===== config.mk =====
export PLATFORM = sky130hd
export DESIGN_NAME = traffic_light_controller_param
export DESIGN_NICKNAME = d
export VERILOG_FILES = /design/src/rtl/traffic_light_controller_param.sv
export SDC_FILE = /design/constraint.sdc
export NUM_CORES = 1
export LEC_CHECK = 0
export ABC_AREA = 1
export CAP_MARGIN = 20
export CELL_PAD_IN_SITES_DETAIL_PLACEMENT = 1
export CELL_PAD_IN_SITES_GLOBAL_PLACEMENT = 2
export CORE_MARGIN = 4
export CORE_UTILIZATION = 23
export CTS_BUF_LIST = sky130_fd_sc_hd__clkbuf_8
export DETAILED_ROUTE_END_ITERATION = 16
export PLACE_DENSITY_LB_ADDON = 0.1
export SYNTH_ARGS = -nofsm -noshare
export SYNTH_HDL_FRONTEND = slang
export SYNTH_SLANG_ARGS = --single-unit
export TNS_END_PERCENT = 10

===== constraint.sdc =====
create_clock -name clk -period 1.53 [get_ports clk]
set_clock_uncertainty 0.15 [all_clocks]
set_input_delay 0.3825 -clock clk [delete_from_list [all_inputs] [get_ports clk]]
set_output_delay 0.3825 -clock clk [all_outputs]
set_load 0.03 [all_outputs]

===== src/rtl/traffic_light_controller_param.sv =====
// Round-robin N-approach intersection controller with amber/all-red clearance,
// pedestrian green extension, emergency preemption and night amber flash.
module traffic_light_controller_param #(
    parameter int N_APP      = 4,
    parameter int GREEN_CYC  = 8,
    parameter int AMBER_CYC  = 2,
    parameter int ALLRED_CYC = 1,
    parameter int PED_EXT    = 4,
    parameter int FLASH_CYC  = 3,
    parameter int CNT_W      = 8,
    localparam int AW        = $clog2(N_APP)
) (
    input  logic             clk,
    input  logic             rst,
    input  logic             night_mode,
    input  logic [N_APP-1:0] ped_req,
    input  logic             emerg_req,
    input  logic [AW-1:0]    emerg_dir,
    output logic [N_APP-1:0] go_l,
    output logic [N_APP-1:0] go_r,
    output logic [N_APP-1:0] go_o,
    output logic [N_APP-1:0] amber,
    output logic [N_APP-1:0] red,
    output logic [N_APP-1:0] ped_walk,
    output logic [AW-1:0]    cur_app,
    output logic [2:0]       state_o
);

    typedef enum logic [2:0] {
        S_ALLRED = 3'd0,
        S_GREEN  = 3'd1,
        S_AMBER  = 3'd2,
        S_EMERG  = 3'd3,
        S_FLASH  = 3'd4
    } state_t;

    localparam logic [CNT_W-1:0] GREEN_LAST  = CNT_W'(GREEN_CYC - 1);
    localparam logic [CNT_W-1:0] GREEN_XLAST = CNT_W'(GREEN_CYC + PED_EXT - 1);
    localparam logic [CNT_W-1:0] AMBER_LAST  = CNT_W'(AMBER_CYC - 1);
    localparam logic [CNT_W-1:0] ALLRED_LAST = CNT_W'(ALLRED_CYC - 1);
    localparam logic [CNT_W-1:0] FLASH_LAST  = CNT_W'(FLASH_CYC - 1);
    localparam logic [AW-1:0]    LAST_APP    = AW'(N_APP - 1);
    localparam logic [N_APP-1:0] ONE_MASK    = {{(N_APP-1){1'b0}}, 1'b1};

    state_t             r_state;
    logic [CNT_W-1:0]   r_cnt;
    logic [AW-1:0]      r_cur;
    logic [N_APP-1:0]   r_ped;
    logic               r_ped_act;
    logic               r_flash;
    logic               r_restart;

    state_t             w_state_nx;
    logic [CNT_W-1:0]   w_cnt_nx;
    logic [AW-1:0]      w_cur_nx;
    logic [N_APP-1:0]   w_ped_nx;
    logic               w_ped_act_nx;
    logic               w_flash_nx;
    logic               w_restart_nx;
    logic [AW-1:0]      w_next_app;
    logic [N_APP-1:0]   w_next_mask;
    logic [N_APP-1:0]   w_cur_mask;
    logic [CNT_W-1:0]   w_green_last;

    always_ff @(posedge clk) begin
        if (!rst) begin
            r_state   <= S_ALLRED;
            r_cnt     <= '0;
            r_cur     <= '0;
            r_ped     <= '0;
            r_ped_act <= 1'b0;
            r_flash   <= 1'b0;
            r_restart <= 1'b1;
        end else begin
            r_state   <= w_state_nx;
            r_cnt     <= w_cnt_nx;
            r_cur     <= w_cur_nx;
            r_ped     <= w_ped_nx;
            r_ped_act <= w_ped_act_nx;
            r_flash   <= w_flash_nx;
            r_restart <= w_restart_nx;
        end
    end

    // r_restart makes the next green start at approach 0 (after reset or night flash)
    always_comb begin
        w_next_app   = '0;
        if (!r_restart && (r_cur != LAST_APP)) begin
            w_next_app = r_cur + 1'b1;
        end
        w_next_mask  = ONE_MASK << w_next_app;
        w_green_last = r_ped_act ? GREEN_XLAST : GREEN_LAST;
    end

    always_comb begin
        w_state_nx   = r_state;
        w_cnt_nx     = r_cnt + 1'b1;
        w_cur_nx     = r_cur;
        w_ped_nx     = r_ped | ped_req;
        w_ped_act_nx = r_ped_act;
        w_flash_nx   = r_flash;
        w_restart_nx = r_restart;

        case (r_state)
            S_ALLRED: begin
                if (r_cnt == ALLRED_LAST) begin
                    w_cnt_nx = '0;
                    if (emerg_req) begin
                        w_state_nx   = S_EMERG;
                        w_cur_nx     = emerg_dir;
                        w_restart_nx = 1'b0;
                    end else if (night_mode) begin
                        w_state_nx = S_FLASH;
                        w_flash_nx = 1'b1;
                    end else begin
                        // a request on the entry edge itself survives for the next green
                        w_state_nx   = S_GREEN;
                        w_cur_nx     = w_next_app;
                        w_ped_act_nx = |(r_ped & w_next_mask);
                        w_ped_nx     = (r_ped & ~w_next_mask) | ped_req;
                        w_restart_nx = 1'b0;
                    end
                end
            end
            S_GREEN: begin
                if (emerg_req && (emerg_dir == r_cur)) begin
                    w_state_nx = S_EMERG;
                    w_cnt_nx   = '0;
                end else if (emerg_req || (r_cnt == w_green_last)) begin
                    w_state_nx = S_AMBER;
                    w_cnt_nx   = '0;
                end
            end
            S_AMBER: begin
                if (r_cnt == AMBER_LAST) begin
                    w_state_nx = S_ALLRED;
                    w_cnt_nx   = '0;
                end
            end
            S_EMERG: begin
                w_cnt_nx = '0;
                if (!emerg_req) begin
                    w_state_nx = S_AMBER;
                end
            end
            S_FLASH: begin
                if (emerg_req || !night_mode) begin
                    w_state_nx   = S_ALLRED;
                    w_cnt_nx     = '0;
                    w_restart_nx = 1'b1;
                end else if (r_cnt == FLASH_LAST) begin
                    w_cnt_nx   = '0;
                    w_flash_nx = ~r_flash;
                end
            end
            default: begin
                w_state_nx = S_ALLRED;
                w_cnt_nx   = '0;
            end
        endcase
    end

    always_comb begin
        w_cur_mask = ONE_MASK << r_cur;
        go_l       = '0;
        go_r       = '0;
        go_o       = '0;
        amber      = '0;
        ped_walk   = '0;
        case (r_state)
            S_GREEN, S_EMERG: begin
                go_l = w_cur_mask;
                go_r = w_cur_mask;
                go_o = w_cur_mask;
                if ((r_state == S_GREEN) && r_ped_act) begin
                    ped_walk = w_cur_mask;
                end
            end
            S_AMBER: amber = w_cur_mask;
            S_FLASH: amber = {N_APP{r_flash}};
            default: ;
        endcase
        red     = ~(go_o | amber);
        cur_app = r_cur;
        state_o = r_state;
    end

endmodule


==> results.toml, run 1 <==
[placement]
gp_congestion = 0.7515
dpl.cell_count = 361
dp_hpwl_um = 3692
placed_cell_area_um2 = 2241
portBuffers = 38

[route]
avgViaCountPerCell = 4.305
wl_per_cell_um = 12.19
ant_nets = 0
dr.pass1.iters = 4
vias = 1597
wirelength_um = 4523
drc = 0
first_iter_violations = 15

[cells_and_area]
stdcell_count = 371
multi_input_area_um2 = 1042
drive_gt1_frac = 0.5034
nFillCells = 729
mostFrequentLayoutCell = "buf_4"
fin_area_um2 = 2511
final_cell_mix = "63 x buf_4, 26 x nor2_1, 24 x nand2_1, 18 x inv_1, 16 x buf_6"
num_antenna_cells = 0
ff_latch_area_um2 = 419.2
fin_nets = 315
utilization = 0.4267
area_growth_pct = 80.97

[logic_synthesis]
synth_area_um2 = 1388
syn_nets = 231
syn_inst = 213
synth-seq-area-share = 0.2885
yosys-top-cells-area = "dfxtp_1 29%, nor2_1 11%, nand2_1 9.5%, inv_1 7.6%, ha_1 7.2%"
ys.warnings.count = 0
synth.top_cell.area_share = 0.2885
syn_avg_cell_area_um2 = 6.514
synth_top_cell_by_area = "dfxtp_1"
ys_types = 23
ys_seq_elements = 20

[setup_path]
cp-startpoint = "state_o[1]"
cpPeakStageDelay_ps = 380
crit_type = "reg -> out"
required_ps = 1000
worstSetupPathDepth = 6
cpMostUsedCell = "inv_6"
cpMaxStageDelayCell = "dfxtp_4"
reg2reg_from = "state_o[1]"
critPathLaunchType = "register"
cp_cell_sequence = "inv_6 -> nand3_4 -> nand2_4 -> inv_6 -> nor2_4 -> buf_4"
worstSetupEndpointType = "output port"
setup.worst_path.end = "go_o[0]"
worstPathMaxFanout = 4
cp_top_family = "flip-flops"
r2r_slack_ps = -150
reg2reg_depth = 12
arrival_ps = 1310
cp_num_buf_inv = 3
r2r-end = "r_cnt[2]"

[die]
pin_count = 39
die_y_um = 85.67
die_w_um = 85.67
die_area_um2 = 7339
coreArea_um2 = 5886
initial_core_util = 0.2358
fp-row-count = 28

[global_route]
grt_pass1_vias = 1663
antenna_found_initial = 0
grt_remaining_overflow = 0
grt_start_max_net_pins = 13
grtUsageTotal = 0.1312
grt_pass1_wl_um = 7783

[clocking]
clock_latency_ps = 270
tritoncts = "done"
cts-root-buf = "clkbuf_8"
cts_buffers = 3
clkSlewWorstSetupHoldPaths_ps = 90
cts_max_level = 1
ctsHoldBuffers = 0
cts.sinks = 20
ctsLongestPathBuffers = 2

[sta]
setup_viol = 37
hold_viol = 0
max_freq_ghz = 0.5418
relSlewSlack = 0.8591
period_share = 1.206
setup_ws_ps = -315.8
rsz0062_at_grt = "true"
period_needed_ps = 1846
tightest_slew_ps = 211.1
slew_violations = 0

[power_and_ir_drop]
ir_drop_mv = 0.7329
leakagePower_nw = 1.178
power-per-cell-area_nw_per_um2 = 1565

[status]
status = "finished with violations"
violations = "setup timing"

[hold_path]
min_path_type = "reg -> reg"

[job]
maxCapViolations = 0
==> worst min path at each step <==
stage	end	from	depth (start not counted)
6_report	r_ped[0]	r_ped[0]	2
5_1_grt	r_ped[0]	r_ped[0]	2
3_3_place_gp	r_restart	r_restart	2
3_5_place_dp	r_restart	r_restart	2
4_1_cts	r_ped[1]	r_ped[1]	2
2_1_floorplan	r_restart	r_restart	2
==> sequential cells by signal, indices dropped and copies added (netlist names) <==
register	count
state_o	3
r_ped_act	1
r_flash	1
cur_app	2
r_restart	1
r_cnt	8
r_ped	4
==> area by class of cell <==
cell class / count / area share
Sequential cell: 20 / 0.1669
Timing Repair Buffer: 88 / 0.2960
Clock buffer: 3 / 0.01644
Inverter: 31 / 0.05630
Clock inverter: 1 / 0.01196
Multi-Input combinational cell: 153 / 0.4150
Tap cell: 75 / 0.03737
==> tightest hold or removal path: stages (launching register included) <==
cell	delay, ps
dfxtp_1	330
o21ai_2	50
a21oi_1	50
==> synth_stat cells <==
| master | n |
|---|---|
| inv_1 | 28 |
| inv_2 | 3 |
| a31oi_1 | 1 |
| nor2_2 | 6 |
| nor2_4 | 1 |
| xnor2_1 | 3 |
| nand2_1 | 35 |
| a21oi_1 | 9 |
| o21a_1 | 1 |
| nand4_1 | 2 |
| nor2_1 | 40 |
| o21ai_4 | 1 |
| nand3_1 | 19 |
| nand3b_1 | 1 |
| buf_4 | 8 |
| ha_1 | 8 |
| nand2_4 | 1 |
| o21ai_0 | 16 |
| dfxtp_1 | 20 |
| buf_2 | 1 |
| o21bai_1 | 1 |
| nand2_2 | 4 |
| xor2_1 | 4 |
==> timing repair <==
item / in CTS / in global routing
pin swaps: 15 / 6
gates resized for setup: 32 / 19
setup buffers: 5 / 1
endpoints found under the setup margin: 41 / 45
==> power by group <==
part | total [mW] | switching [mW] | internal, mW | leakage (nW)
Sequential | 0.763 | 0.125 | 0.638 | 0.167
Combinational | 2.62 | 1.49 | 1.13 | 0.975
Clock | 0.546 | 0.197 | 0.350 | 0.0357
==> stage by stage <==
step | TNS [ps] | total power [mW] | hold WS, ps | setup slack, ps
floorplan | -2281 | 2.240 | 279.6 | -160.6
global placement | -7004 | 3.043 | 307.5 | -346.6
detailed placement | -7649 | 3.059 | 306.9 | -372.8
CTS | -7821 | 3.869 | 336.9 | -319.3
global route | -11970 | 4.253 | 345.6 | -394.8
finish | -8145 | 3.931 | 314.5 | -315.8
==> cell families (layout without fill, tap and decap cells) <==
family	after synthesis	after routing	share of synthesized area
simple gates	109	109	0.3472
flops	20	20	0.2885
compound gates	29	29	0.1172
buf+inv	40	123	0.1307
xor+xnor	7	7	0.04418
fa+ha+maj	8	8	0.07214
==> per-layer routing <==
metal	routed length, um	vias up	global-route usage	part of all wire
met5	0	-	0	0
met4	36	0	0.03022	0.0080
met3	168	4	0.01729	0.037
met2	2287	33	0.2323	0.51
met1	2031	728	0.1684	0.45
li1	-	832	-	-
Power figures use the tool's default switching activity.
==> run 2: changes to the inputs <==
--- a/config.mk
+++ b/config.mk
@@ -6,7 +6,6 @@
 export NUM_CORES = 1
 export LEC_CHECK = 0
 export ABC_AREA = 1
-export CAP_MARGIN = 20
 export CELL_PAD_IN_SITES_DETAIL_PLACEMENT = 1
 export CELL_PAD_IN_SITES_GLOBAL_PLACEMENT = 2
 export CORE_MARGIN = 4
@@ -14,6 +13,7 @@
 export CTS_BUF_LIST = sky130_fd_sc_hd__clkbuf_8
 export DETAILED_ROUTE_END_ITERATION = 16
 export PLACE_DENSITY_LB_ADDON = 0.1
+export SKIP_CTS_REPAIR_TIMING = 1
 export SYNTH_ARGS = -nofsm -noshare
 export SYNTH_HDL_FRONTEND = slang
 export SYNTH_SLANG_ARGS = --single-unit
==> constraint.sdc (replaced) <==
create_clock -name clk -period 1.53 [get_ports clk]
set_clock_uncertainty 0.15 [all_clocks]
set_input_delay 0.153 -clock clk [delete_from_list [all_inputs] [get_ports clk]]
set_output_delay 0.153 -clock clk [all_outputs]
set_load 0.03 [all_outputs]
==> run 2 against run 1 <==
The run still ends with setup timing left; total power down 10%; critical endpoint is now red[3]; worst setup slack better by 150 ps; sequential power down 1%; maximum frequency rose by 9.1%; via count down 2.4%; register-to-register slack improved by 110 ps.
==> results.toml, run 2 (synthesized netlist as in run 1, its figures left out) <==
[power_and_ir_drop]
power-per-cell-area_nw_per_um2 = 1491
total_power_mw = 3.523
leakagePower_nw = 1.158
ir_drop_mv = 0.8371

[cells_and_area]
utilization = 0.4016
regMostFlops = "r_cnt"
num_antenna_cells = 0
area_growth_pct = 70.33
drive_gt1_frac = 0.4577
mostFrequentLayoutCell = "buf_4"
largest_reg_flops = 8
nFillCells = 751
final_cell_mix = "52 x buf_4, 29 x nand2_1, 23 x nor2_1, 21 x inv_1, 16 x nand3_1"
fin_nets = 303

[sta]
period_needed_ps = 1692
max_freq_ghz = 0.5910
setup_ws_ps = -162.0
rsz0062_at_grt = "true"
relSlewSlack = 0.7792
hold_viol = 0
setup_viol = 33
period_share = 1.106
slew_violations = 0
fin_setup_tns_ps = -3347
tightest_slew_ps = 330.6

[setup_path]
critPathLaunchType = "register"
worstPathMaxFanout = 6
crit_type = "reg -> out"
reg2reg_depth = 10
worstSetupEndpointType = "output port"
arrival_ps = 1390
required_ps = 1230

[placement]
gp_congestion = 0.7568
dp_hpwl_um = 3707
portBuffers = 38

[global_route]
grt_start_max_net_pins = 12
grt_pass1_vias = 1577
grt_pass1_wl_um = 7590
grtUsageTotal = 0.1268
antenna_found_initial = 0
grt_remaining_overflow = 0

[status]
status = "finished with violations"
violations = "setup timing"

[clocking]
tritoncts = "done"
cts_max_level = 1
clock_latency_ps = 260
cts.sinks = 20
ctsLongestPathBuffers = 2
cts-root-buf = "clkbuf_8"
clkSlewWorstSetupHoldPaths_ps = 80
cts_buffers = 3

[die]
fp-row-count = 28
coreArea_um2 = 5886
die_y_um = 85.67
die_area_um2 = 7339
die_w_um = 85.67
pin_count = 39
initial_core_util = 0.2358

[hold_path]
min_path_type = "in -> reg"
hold_depth = 3

[route]
first_iter_violations = 37
wirelength_um = 4494
vias = 1559
wl_per_cell_um = 12.52
ant_nets = 0
dr.pass1.iters = 4
drc = 0
avgViaCountPerCell = 4.343

[job]
maxCapViolations = 0
[run 2: worst paths after layout]
kind / slack [ps] / endpoint / start
hold reg to reg: 340 / r_ped[2] / r_ped[2]
setup reg to reg: -40 / r_cnt[7] / state_o[0]
hold / removal: 280 / r_ped[3] / ped_req[3]
setup / recovery: -160 / red[3] / state_o[0]
[run 2: layer usage]
layer | share of wire | GRT usage | vias to the layer above
li1 | - | - | 799
met1 | 0.43 | 0.1623 | 728
met2 | 0.52 | 0.2239 | 30
met3 | 0.050 | 0.02113 | 2
met4 | 0.0051 | 0.02590 | 0
met5 | 0 | 0 | -
[run 2: final cells by class]
| type | instances | area, um2 | share of cell area |
|---|---|---|---|
| clock buffers | 3 | 41.29 | 0.01747 |
| flip-flops and latches | 20 | 419.2 | 0.1773 |
| multi-input cells | 153 | 1016 | 0.4299 |
| repair buffers | 76 | 655.6 | 0.2774 |
| inverters | 31 | 133.9 | 0.05664 |
| well taps | 75 | 93.84 | 0.03970 |
| clock inverters | 1 | 3.754 | 0.001588 |
[run 2: critical path, cell delays in order (launching register included)]
cell and delay, ps:
dfxtp_4 390, inv_6 80, nand2_4 60, nor2_4 160
nand2_4 130, o21ai_4 110, nor2_4 40, buf_4 160
[run 2: power by group]
| group | switching, mW | internal (mW) |
|---|---|---|
| Combinational | 1.43 | 0.973 |
| Sequential | 0.114 | 0.640 |
| Clock | 0.191 | 0.179 |
[run 2: per-stage QoR]
stage	instances	hold WS (ps)	instance area [um2]	setup WS (ps)
finish	359	282.1	2364	-162.0
global route	359	299.3	2364	-258.9
CTS	355	281.3	2126	-341.4
detailed placement	351	312.3	2081	-203.0
global placement	351	313.1	2081	-152.0
floorplan	213	87.11	1476	-25.27
